==> config.mk <==
export PLATFORM = sky130hd
export DESIGN_NAME = pyrconstuct_mul_share_arb
export DESIGN_NICKNAME = d
export VERILOG_FILES = /design/src/rtl/pyrconstuct_mul_share_arb.sv
export SDC_FILE = /design/constraint.sdc
export NUM_CORES = 1
export LEC_CHECK = 0
export CORE_MARGIN = 3
export CORE_UTILIZATION = 40
export CTS_BUF_LIST = sky130_fd_sc_hd__clkbuf_16
export CTS_CLUSTER_SIZE = 8
export DETAILED_ROUTE_END_ITERATION = 16
export PLACE_DENSITY = 0.65
export SYNTH_ARGS = -nofsm -noshare
export SYNTH_HDL_FRONTEND = slang
export SYNTH_SLANG_ARGS = --single-unit
==> constraint.sdc <==
create_clock -name ap_clk -period 5.8 [get_ports ap_clk]
set_input_delay 0.58 -clock ap_clk [delete_from_list [all_inputs] [get_ports ap_clk]]
set_output_delay 0.58 -clock ap_clk [all_outputs]
set_load 0.005 [all_outputs]
==> src/rtl/pyrconstuct_mul_share_arb.sv <==
`default_nettype none
// ============================================================================
// Module   : pyrconstuct_mul_share_arb
// Purpose  : Round-robin scheduler that shares one unsigned-9 x signed-24
//            multiplier (low 32 bits of the product) among NUM_REQ
//            requesters. Two-stage pipeline: S1 holds the operands, S2 holds
//            the product and drives the shared response bus.
// Ports    : ap_clk, ap_rst  - clock / asynchronous active-high reset
//            req_valid/ready - per-requester handshake (ready is one-hot or 0)
//            req_a, req_b    - packed per-requester operands (9b / 24b)
//            rsp_valid/ready - response handshake with backpressure
//            rsp_id, rsp_p   - requester tag and 32-bit two's-complement product
//            busy            - any pipeline stage holds a valid operation
// Revision : 1.0 - initial release
// ============================================================================
module pyrconstuct_mul_share_arb #(
  parameter int NUM_REQ = 4,
  parameter int ID_W    = 2
) (
  input  logic                  ap_clk,
  input  logic                  ap_rst,
  input  logic [NUM_REQ-1:0]    req_valid,
  output logic [NUM_REQ-1:0]    req_ready,
  input  logic [9*NUM_REQ-1:0]  req_a,
  input  logic [24*NUM_REQ-1:0] req_b,
  output logic                  rsp_valid,
  input  logic                  rsp_ready,
  output logic [ID_W-1:0]       rsp_id,
  output logic [31:0]           rsp_p,
  output logic                  busy
);

  localparam int IDX_W = (NUM_REQ > 1) ? $clog2(NUM_REQ) : 1;

  // Pipeline and arbitration state
  logic [IDX_W-1:0] ptr_q,  ptr_d;
  logic             v1_q,   v1_d;
  logic [8:0]       a1_q,   a1_d;
  logic [23:0]      b1_q,   b1_d;
  logic [IDX_W-1:0] id1_q,  id1_d;
  logic             v2_q,   v2_d;
  logic [31:0]      p2_q,   p2_d;
  logic [ID_W-1:0]  id2_q,  id2_d;

  logic             adv1;
  logic             adv2;
  logic             accept;
  logic             grant_found;
  logic [IDX_W-1:0] grant_idx;
  logic [8:0]       grant_a;
  logic [23:0]      grant_b;
  logic [IDX_W:0]   cand;
  logic [31:0]      prod_lo;

  // S2 frees up when empty or draining; S1 frees up when empty or moving on.
  assign adv2 = !v2_q || rsp_ready;
  assign adv1 = !v1_q || adv2;

  // Round-robin search starting at ptr_q; cand is one bit wider so the
  // modulo wrap works for non-power-of-two NUM_REQ.
  always_comb begin
    grant_found = 1'b0;
    grant_idx   = '0;
    cand        = '0;
    for (int k = 0; k < NUM_REQ; k++) begin
      cand = {1'b0, ptr_q} + (IDX_W+1)'(k);
      if (cand >= (IDX_W+1)'(NUM_REQ)) begin
        cand = cand - (IDX_W+1)'(NUM_REQ);
      end
      if (!grant_found && req_valid[cand[IDX_W-1:0]]) begin
        grant_found = 1'b1;
        grant_idx   = cand[IDX_W-1:0];
      end
    end
  end

  // Operand mux for the granted requester
  always_comb begin
    grant_a = '0;
    grant_b = '0;
    for (int i = 0; i < NUM_REQ; i++) begin
      if (grant_idx == IDX_W'(i)) begin
        grant_a = req_a[9*i +: 9];
        grant_b = req_b[24*i +: 24];
      end
    end
  end

  // Ready is held low during reset so nothing is accepted into a pipeline
  // that is being cleared.
  assign accept = grant_found && adv1 && !ap_rst;

  for (genvar gi = 0; gi < NUM_REQ; gi++) begin : g_ready
    assign req_ready[gi] = accept && (grant_idx == IDX_W'(gi));
  end

  // Both operands are widened to 32 bits with sign extension (a is made
  // non-negative by its zero MSB first). The 32-bit product modulo 2^32 is
  // exactly the low 32 bits of the full 34-bit product, so the top two
  // bits are dropped without saturation.
  assign prod_lo = 32'($signed({1'b0, a1_q})) * 32'($signed(b1_q));

  always_comb begin
    ptr_d = ptr_q;
    v1_d  = v1_q;
    a1_d  = a1_q;
    b1_d  = b1_q;
    id1_d = id1_q;
    v2_d  = v2_q;
    p2_d  = p2_q;
    id2_d = id2_q;

    if (adv2) begin
      v2_d = v1_q;
      if (v1_q) begin
        p2_d  = prod_lo;
        id2_d = ID_W'(id1_q);
      end
    end

    if (adv1) begin
      v1_d = accept;
      if (accept) begin
        a1_d  = grant_a;
        b1_d  = grant_b;
        id1_d = grant_idx;
      end
    end

    if (accept) begin
      if (grant_idx == IDX_W'(NUM_REQ-1)) begin
        ptr_d = '0;
      end else begin
        ptr_d = grant_idx + IDX_W'(1);
      end
    end
  end

  always_ff @(posedge ap_clk or posedge ap_rst) begin
    if (ap_rst) begin
      ptr_q <= '0;
      v1_q  <= 1'b0;
      a1_q  <= '0;
      b1_q  <= '0;
      id1_q <= '0;
      v2_q  <= 1'b0;
      p2_q  <= '0;
      id2_q <= '0;
    end else begin
      ptr_q <= ptr_d;
      v1_q  <= v1_d;
      a1_q  <= a1_d;
      b1_q  <= b1_d;
      id1_q <= id1_d;
      v2_q  <= v2_d;
      p2_q  <= p2_d;
      id2_q <= id2_d;
    end
  end

  assign rsp_valid = v2_q;
  assign rsp_id    = id2_q;
  assign rsp_p     = p2_q;
  assign busy      = v1_q || v2_q;

endmodule
`default_nettype wire

==> results.rst, run 1 <==
.. list-table::
   :header-rows: 1

   * - Metric
     - Value
   * - Main area contributors after synthesis
     - sky130_fd_sc_hd__fa_1, sky130_fd_sc_hd__dfrtp_1, sky130_fd_sc_hd__ha_1, sky130_fd_sc_hd__and2_1, sky130_fd_sc_hd__inv_1
   * - Synthesized flop and latch total
     - 73
   * - Worst Skew
     - 14.62 ps
   * - Multi-input gate area
     - 8157 sq um
   * - Number of DRC violations after detailed-routing iteration 0
     - 449
   * - Relative area change from synthesis to final layout
     - 25.37%
   * - Per-instance average area after synthesis
     - 8.512 sq um
   * - TritonCTS clock tree
     - built
   * - Worst-case register-to-register setup slack
     - 220 ps
   * - Mapped Nets
     - 1671
   * - Count of different cell masters after synthesis
     - 57
   * - Status
     - finished clean
   * - Post-route DRC violation count
     - 0
   * - Worst-case setup margin in the final layout
     - 216.8 ps
   * - Maximum fanout along the worst path
     - 10
   * - Setup repair after global routing missed its margin
     - yes
   * - Sinks on the clock net
     - 73
   * - Detailed-router iteration count before antenna repair
     - 6
   * - Number of vias per cell after detailed routing
     - 4.976
   * - Worst slack, placed
     - 58.69 ps
   * - Count of fill cells added during filler insertion
     - 2539
   * - Worst-Margin Slew
     - 1125 ps
   * - RR Endpoint
     - rsp_p[31]$_DFFE_PP0P_
   * - Endpoint kind of the worst setup timing path
     - register
   * - Ys Warns
     - 0
   * - Area of the die
     - 29450 sq um
   * - Die Y-Extent
     - 171.6 um
   * - Total length of routed wires
     - 28160 um
   * - Maximum clock frequency
     - 179.1 MHz
   * - Hold crit path type
     - register to register
   * - Wire length of the first global-routing pass
     - 47090 um
   * - Count of final hold-check violations
     - 0
   * - Number of antenna violations at the first check in global routing
     - 0
   * - Post-Synthesis Cell Area
     - 10970 sq um
   * - Clock Latency Late Sink
     - 360 ps
   * - Maximum number of buffers from clock root to sink
     - 2
   * - Fin nets
     - 1841
   * - Setup CP Type
     - register to register
   * - Antenna fix cells
     - 0
   * - Count of buffers from port buffering
     - 178
   * - Total half-perimeter wirelength after legalization and detailed placement
     - 22730 um
   * - Sequential fraction of the synthesis area
     - 16.65%
   * - Clock transition at the register clock pins on the worst setup and hold paths after CTS
     - 60 ps
   * - Number of core rows
     - 59
   * - Number of endpoints failing setup at the final stage
     - 0
   * - Critical path startpoint category
     - register
   * - Via count
     - 8947
   * - Remaining Overflow, GRT
     - 0
   * - Wire length per cell
     - 15.66 um
   * - Combined global-route utilization of all metal layers
     - 20.04%
   * - Number of buffers created by CTS
     - 9
   * - WP data arrival
     - 5870 ps
   * - Share of synthesized flip-flops with an asynchronous set or reset
     - 100.0%
   * - Startpoint of the tightest hold check path
     - id1_q[1]$_DFFE_PP0P_
   * - Required arrival time at the worst endpoint
     - 6080 ps
   * - Worst Hold Depth
     - 2
   * - Reg2reg path depth
     - 18
   * - Maximum number of pins on one net before global-route repair
     - 74
   * - Final worst path period share
     - 96.26%
   * - Core Area
     - 26500 sq um
   * - Number of global-route vias before repair
     - 9564
   * - Initial cell density of the core
     - 41.40%
   * - Shortest period the worst path allows
     - 5583 ps
   * - Layout cells sized above 1
     - 8.134%
   * - Slew Limit Headroom
     - 25.03%
   * - Final number of max-transition violations
     - 0
   * - H-tree level count
     - 3
   * - Library cell used as clock root buffer
     - sky130_fd_sc_hd__clkbuf_16
   * - Dominant cell type by area after synthesis
     - sky130_fd_sc_hd__fa_1
   * - Width of the die
     - 171.6 um
   * - Final GP Congestion
     - 0.8799
   * - Cells after Synth
     - 1289
   * - Worst R2R Start
     - b1_q[12]$_DFFE_PP0P_
   * - Remaining number of nets flagged by the antenna check after routing
     - 0
   * - Share of the synthesized area in the top cell type
     - 31.20%
   * - Max-Cap Viols
     - 0
   * - Register area
     - 1844 sq um
   * - Number of I/O pins
     - 179
   * - Dominant register cell in the synthesized netlist
     - sky130_fd_sc_hd__dfrtp_1
   * - Post-synth EDFFs
     - 0
   * - Worst Hold Endpoint
     - rsp_id[1]$_DFFE_PP0P_
cells in the final DEF, fill, tap and decap left out, types with 3 or more instances in the layout:
| cell | count |
|---|---|
| sky130_fd_sc_hd__a21o_1 | 13 |
| sky130_fd_sc_hd__a21oi_1 | 125 |
| sky130_fd_sc_hd__a21oi_2 | 3 |
| sky130_fd_sc_hd__a22oi_1 | 32 |
| sky130_fd_sc_hd__and2_1 | 117 |
| sky130_fd_sc_hd__buf_12 | 4 |
| sky130_fd_sc_hd__buf_4 | 56 |
| sky130_fd_sc_hd__clkbuf_16 | 9 |
| sky130_fd_sc_hd__clkdlybuf4s50_1 | 178 |
| sky130_fd_sc_hd__dfrtp_1 | 59 |
| sky130_fd_sc_hd__dfrtp_2 | 14 |
| sky130_fd_sc_hd__fa_1 | 171 |
| sky130_fd_sc_hd__ha_1 | 70 |
| sky130_fd_sc_hd__inv_1 | 192 |
| sky130_fd_sc_hd__nand2_1 | 162 |
| sky130_fd_sc_hd__nand2b_1 | 3 |
| sky130_fd_sc_hd__nand3_1 | 3 |
| sky130_fd_sc_hd__nand4_1 | 3 |
| sky130_fd_sc_hd__nor2_1 | 110 |
| sky130_fd_sc_hd__nor2b_1 | 3 |
| sky130_fd_sc_hd__nor3_1 | 3 |
| sky130_fd_sc_hd__o211ai_1 | 4 |
| sky130_fd_sc_hd__o21a_1 | 3 |
| sky130_fd_sc_hd__o21ai_0 | 18 |
| sky130_fd_sc_hd__o21ai_1 | 16 |
| sky130_fd_sc_hd__xnor2_1 | 17 |
| sky130_fd_sc_hd__xor2_1 | 19 |
state kept, by name, summed over array words and instances (netlist names):
register / cells
b1_q: 24
rsp_p: 32
v1_q: 1
ptr_q: 2
rsp_valid: 1
id1_q: 2
a1_q: 9
rsp_id: 2
metal layers:
layer,track usage [%],routed length (um)
met2,35.02,13710
met1,25.88,12590
met3,3.011,1318
met4,5.703,540
met5,0,0
final cells by class:
| class | count | area share, % |
|---|---|---|
| clock inverters | 6 | 0.6640 |
| multi-input cells | 942 | 59.30 |
| repair buffers | 239 | 16.65 |
| well taps | 335 | 3.047 |
| clock buffers | 9 | 1.637 |
| inverters | 194 | 5.303 |
| flip-flops and latches | 73 | 13.41 |
cells by family (layout without fill, tap and decap cells):
| kind of cell | Yosys count | in the layout | synth area share, % |
|---|---|---|---|
| compound gates | 242 | 242 | 13.70 |
| xor+xnor | 36 | 36 | 2.874 |
| fa+ha+maj | 243 | 243 | 39.41 |
| buf+inv | 274 | 448 | 9.374 |
| flops | 73 | 73 | 16.65 |
| mux | 4 | 4 | 0.3991 |
| simple gates | 417 | 417 | 17.60 |
cell usage after synthesis, types with 2 or more instances:
cell,instances
sky130_fd_sc_hd__nor4_1,2
sky130_fd_sc_hd__nor2_1,110
sky130_fd_sc_hd__buf_1,9
sky130_fd_sc_hd__nand2_1,163
sky130_fd_sc_hd__or2_2,2
sky130_fd_sc_hd__nand4_1,3
sky130_fd_sc_hd__a22o_1,2
sky130_fd_sc_hd__nor3_1,3
sky130_fd_sc_hd__nor3_2,2
sky130_fd_sc_hd__o21a_1,3
sky130_fd_sc_hd__nand2b_1,3
sky130_fd_sc_hd__clkbuf_1,71
sky130_fd_sc_hd__nand3_1,3
sky130_fd_sc_hd__xor2_1,19
sky130_fd_sc_hd__a22oi_1,32
sky130_fd_sc_hd__fa_1,171
sky130_fd_sc_hd__and2_1,117
sky130_fd_sc_hd__o21bai_1,2
sky130_fd_sc_hd__a21o_1,13
sky130_fd_sc_hd__a21oi_1,127
sky130_fd_sc_hd__o211ai_1,4
sky130_fd_sc_hd__dfrtp_1,73
sky130_fd_sc_hd__a211oi_1,3
sky130_fd_sc_hd__nor2b_1,4
sky130_fd_sc_hd__ha_1,72
sky130_fd_sc_hd__a21o_2,2
sky130_fd_sc_hd__a311o_1,2
sky130_fd_sc_hd__o21ai_1,17
sky130_fd_sc_hd__o21ai_0,18
sky130_fd_sc_hd__xnor2_1,17
sky130_fd_sc_hd__mux2_1,2
sky130_fd_sc_hd__inv_1,193
metrics by stage:
stage	hold slack (ps)	TNS (ps)	instance area (sq um)	util [%]	cells
final	468.1	0	13760	51.91	1798
after global routing	503.7	-6.772	13760	51.91	1798
after CTS	468.6	0	13660	51.54	1793
after detailed placement	451.5	0	13340	50.34	1778
after floorplan	431.5	0	10970	-	1289
after global placement	444.2	0	13340	50.34	1778
critical path, cell delays in order (launching register included):
cell,delay (ps)
sky130_fd_sc_hd__dfrtp_2,510
sky130_fd_sc_hd__and2_1,230
sky130_fd_sc_hd__fa_1,520
sky130_fd_sc_hd__fa_1,560
sky130_fd_sc_hd__fa_1,420
sky130_fd_sc_hd__fa_1,490
sky130_fd_sc_hd__inv_1,50
sky130_fd_sc_hd__fa_1,470
sky130_fd_sc_hd__inv_1,40
sky130_fd_sc_hd__ha_1,300
sky130_fd_sc_hd__a21oi_2,170
sky130_fd_sc_hd__nor2_1,80
sky130_fd_sc_hd__o41ai_2,360
sky130_fd_sc_hd__a21oi_2,120
sky130_fd_sc_hd__a41oi_4,250
sky130_fd_sc_hd__o21ai_2,110
sky130_fd_sc_hd__a311o_1,340
sky130_fd_sc_hd__or4_1,400
sky130_fd_sc_hd__nand3_1,80
worst max-delay path by stage:
stage	slack, ps	start	endpoint
after floorplan	240	a1_q[2]$_DFFE_PP0P_	rsp_p[31]$_DFFE_PP0P_
after global placement	150	a1_q[1]$_DFFE_PP0P_	rsp_p[30]$_DFFE_PP0P_
after detailed placement	60	a1_q[2]$_DFFE_PP0P_	rsp_p[31]$_DFFE_PP0P_
after CTS	20	a1_q[1]$_DFFE_PP0P_	rsp_p[31]$_DFFE_PP0P_
after global routing	-7	a1_q[4]$_DFFE_PP0P_	rsp_p[30]$_DFFE_PP0P_
final	220	b1_q[12]$_DFFE_PP0P_	rsp_p[31]$_DFFE_PP0P_
repair_timing:
action,4_1_cts,5_1_grt
gates resized for setup,0,19
buffers inserted,0,5
setup endpoints to repair,0,8
hold buffers,0,0
Power of run 1 is not shown: default switching activity piles up to over one toggle a cycle in this logic, so the estimate is an artifact.
==> run 2, diff against run 1 <==
ABC_AREA = 0   (was default)
CORE_MARGIN = 8   (was 3)
==> run 2 against run 1 <==
Via count decreased by 0.45%. Global-route usage decreased by 2.1 points. Flip-flop and latch count unchanged. Design area decreased by 0.77%. Final cell count decreased by 0.28%. First-iteration DRC count decreased by 3.8%. Clock skew decreased by 6.2 ps. Sequential share of layout area increased by 0.059 points. Critical endpoint unchanged. Largest cell class unchanged. Highest routed layer unchanged.
==> results.rst, run 2 (synthesis results as in run 1) <==
.. list-table::
   :header-rows: 1

   * - Metric
     - Value
   * - Status
     - finished clean (unchanged)
   * - Remaining number of nets flagged by the antenna check after routing
     - 0 (unchanged)
   * - Critical path startpoint category
     - register (unchanged)
   * - Reg2reg path depth
     - 20 (was 18)
   * - Setup repair after global routing missed its margin
     - no (was yes)
   * - Maximum number of buffers from clock root to sink
     - 2 (unchanged)
   * - Fin nets
     - 1828 (was 1841)
   * - Combined global-route utilization of all metal layers
     - 17.93% (was 20.04%)
   * - Maximum clock frequency
     - 179.5 MHz (was 179.1 MHz)
   * - Worst-case register-to-register setup slack
     - 230 ps (was 220 ps)
   * - Most common cell after layout, fill and taps aside
     - sky130_fd_sc_hd__inv_1 (unchanged)
   * - Worst R2R Start
     - a1_q[1]$_DFFE_PP0P_ (was b1_q[12]$_DFFE_PP0P_)
   * - Number of DRC violations after detailed-routing iteration 0
     - 432 (was 449)
   * - Shortest period the worst path allows
     - 5570 ps (was 5583 ps)
   * - Number of I/O pins
     - 179 (unchanged)
   * - Startpoint of the tightest hold check path
     - id1_q[0]$_DFFE_PP0P_ (was id1_q[1]$_DFFE_PP0P_)
   * - Worst Hold Depth
     - 2 (unchanged)
   * - H-tree level count
     - 3 (unchanged)
   * - WP data arrival
     - 5870 ps (about the same)
   * - Sinks on the clock net
     - 73 (unchanged)
   * - Number of global-route vias before repair
     - 9529 (was 9564)
   * - Number of endpoints failing setup at the final stage
     - 0 (unchanged)
   * - Area of the die
     - 32990 sq um (was 29450 sq um)
   * - Hold crit path type
     - register to register (unchanged)
   * - Worst Skew
     - 8.459 ps (was 14.62 ps)
   * - Number of core rows
     - 60 (was 59)
   * - Remaining Overflow, GRT
     - 0 (unchanged)
   * - Worst slack, placed
     - 3.687 ps (was 58.69 ps)
   * - Total length of routed wires
     - 28910 um (was 28160 um)
   * - Instance count after placement with tap cells included
     - 1770 (was 1778)
   * - Maximum number of pins on one net before global-route repair
     - 77 (was 74)
   * - Initial cell density of the core
     - 40.71% (was 41.40%)
   * - Count of buffers from port buffering
     - 178 (unchanged)
   * - Detailed-router iteration count before antenna repair
     - 5 (was 6)
   * - Worst-case setup margin in the final layout
     - 230.4 ps (was 216.8 ps)
   * - Wire length per cell
     - 16.12 um (was 15.66 um)
   * - Maximum fanout along the worst path
     - 7 (was 10)
   * - Max-Cap Viols
     - 0 (unchanged)
   * - Core Area
     - 26950 sq um (was 26500 sq um)
   * - Worst-Margin Slew
     - 1290 ps (was 1125 ps)
   * - Required arrival time at the worst endpoint
     - 6100 ps (was 6080 ps)
   * - Relative area change from synthesis to final layout
     - 24.40% (was 25.37%)
   * - Flip-flop count of the largest register, all copies and words added
     - 32 (unchanged)
   * - Slew Limit Headroom
     - 13.64% (was 25.03%)
   * - Hold_ws
     - 462.6 ps (was 468.1 ps)
   * - Count of final hold-check violations
     - 0 (unchanged)
   * - TritonCTS clock tree
     - built (unchanged)
   * - Post-route DRC violation count
     - 0 (unchanged)
   * - Library cell used as clock root buffer
     - sky130_fd_sc_hd__clkbuf_16 (unchanged)
   * - Clock transition at the register clock pins on the worst setup and hold paths after CTS
     - 70 ps (was 60 ps)
   * - Total half-perimeter wirelength after legalization and detailed placement
     - 23470 um (was 22730 um)
   * - Via count
     - 8907 (was 8947)
   * - Die Y-Extent
     - 181.6 um (was 171.6 um)
   * - Final GP Congestion
     - 0.8474 (was 0.8799)
   * - Width of the die
     - 181.6 um (was 171.6 um)
   * - Hold-fix buffers, CTS
     - 0 (unchanged)
   * - Endpoint kind of the worst setup timing path
     - register (unchanged)
   * - Most frequent cells in the layout
     - sky130_fd_sc_hd__inv_1, sky130_fd_sc_hd__clkdlybuf4s50_1, sky130_fd_sc_hd__fa_1 (unchanged)
   * - Final Instance Count excl. Fillers
     - 1793 (was 1798)
   * - Wire length of the first global-routing pass
     - 48070 um (was 47090 um)
   * - RR Endpoint
     - rsp_p[31]$_DFFE_PP0P_ (unchanged)
   * - Clock Latency Late Sink
     - 360 ps (about the same)
   * - Final worst path period share
     - 96.03% (was 96.26%)
   * - Final number of max-transition violations
     - 0 (unchanged)
   * - Number of vias per cell after detailed routing
     - 4.968 (was 4.976)
   * - Worst Hold Endpoint
     - rsp_id[0]$_DFFE_PP0P_ (was rsp_id[1]$_DFFE_PP0P_)
   * - Number of antenna violations at the first check in global routing
     - 0 (unchanged)
   * - Number of buffers created by CTS
     - 9 (unchanged)
   * - Layout cells sized above 1
     - 7.167% (was 8.134%)
   * - Summed negative setup slack over all endpoints
     - 0 ps (unchanged)
   * - Setup CP Type
     - register to register (unchanged)
run 2: worst max-delay path by stage:
stage | start | endpoint | slack (ps)
after floorplan | a1_q[2]$_DFFE_PP0P_ | rsp_p[31]$_DFFE_PP0P_ | 240
after global placement | a1_q[1]$_DFFE_PP0P_ | rsp_p[30]$_DFFE_PP0P_ | 130
after detailed placement | a1_q[1]$_DFFE_PP0P_ | rsp_p[30]$_DFFE_PP0P_ | 4
after CTS | a1_q[2]$_DFFE_PP0P_ | rsp_p[30]$_DFFE_PP0P_ | 20
after global routing | a1_q[1]$_DFFE_PP0P_ | rsp_p[31]$_DFFE_PP0P_ | 6
final | a1_q[1]$_DFFE_PP0P_ | rsp_p[31]$_DFFE_PP0P_ | 230
run 2: final cells by class:
class                      count  area [sq um]
fill                        2584         13300
sequential                    73          1838
tap                          341         426.7
clock buffer                   9         225.2
timing repair buffer         226          2167
multi-input combinational    942          8175
antenna                        1         2.502
inverter                     194         729.5
clock inverter                 7         85.08
run 2: worst max-delay path, cell delays in order (launching register included):
cell and delay (ps):
sky130_fd_sc_hd__dfrtp_2 420, sky130_fd_sc_hd__buf_4 160, sky130_fd_sc_hd__nand2_1 80, sky130_fd_sc_hd__fa_1 550, sky130_fd_sc_hd__inv_1 50, sky130_fd_sc_hd__fa_1 500, sky130_fd_sc_hd__fa_1 500, sky130_fd_sc_hd__fa_1 490
sky130_fd_sc_hd__inv_1 50, sky130_fd_sc_hd__fa_1 470, sky130_fd_sc_hd__inv_1 40, sky130_fd_sc_hd__ha_1 310, sky130_fd_sc_hd__a21oi_2 180, sky130_fd_sc_hd__nor2_1 100, sky130_fd_sc_hd__o41ai_4 330, sky130_fd_sc_hd__a21oi_2 110
sky130_fd_sc_hd__a41oi_4 240, sky130_fd_sc_hd__o21ai_2 110, sky130_fd_sc_hd__a311o_1 350, sky130_fd_sc_hd__or4_1 400, sky130_fd_sc_hd__nand3_1 70
run 2: what timing repair did:
item | in CTS | in global routing
endpoints found under the setup margin | 1 | 8
gates resized for setup | 1 | 15
setup buffers | 0 | 6
pin swaps | 0 | 2
run 2: per-layer routing:
metal	GRT usage [%]	vias up	wire length, um
met5	0	-	0
met4	5.116	0	482
met3	4.032	22	1803
met2	29.77	216	13570
met1	23.12	4314	13060
li1	-	4355	-
run 2: metrics by stage:
step	instance area, sq um	utilization [%]
6_report	13650	50.65
5_1_grt	13650	50.64
4_1_cts	13540	50.25
3_5_place_dp	13230	49.09
3_3_place_gp	13230	49.09
2_1_floorplan	10970	-
Power of run 2 is left out for the same reason.
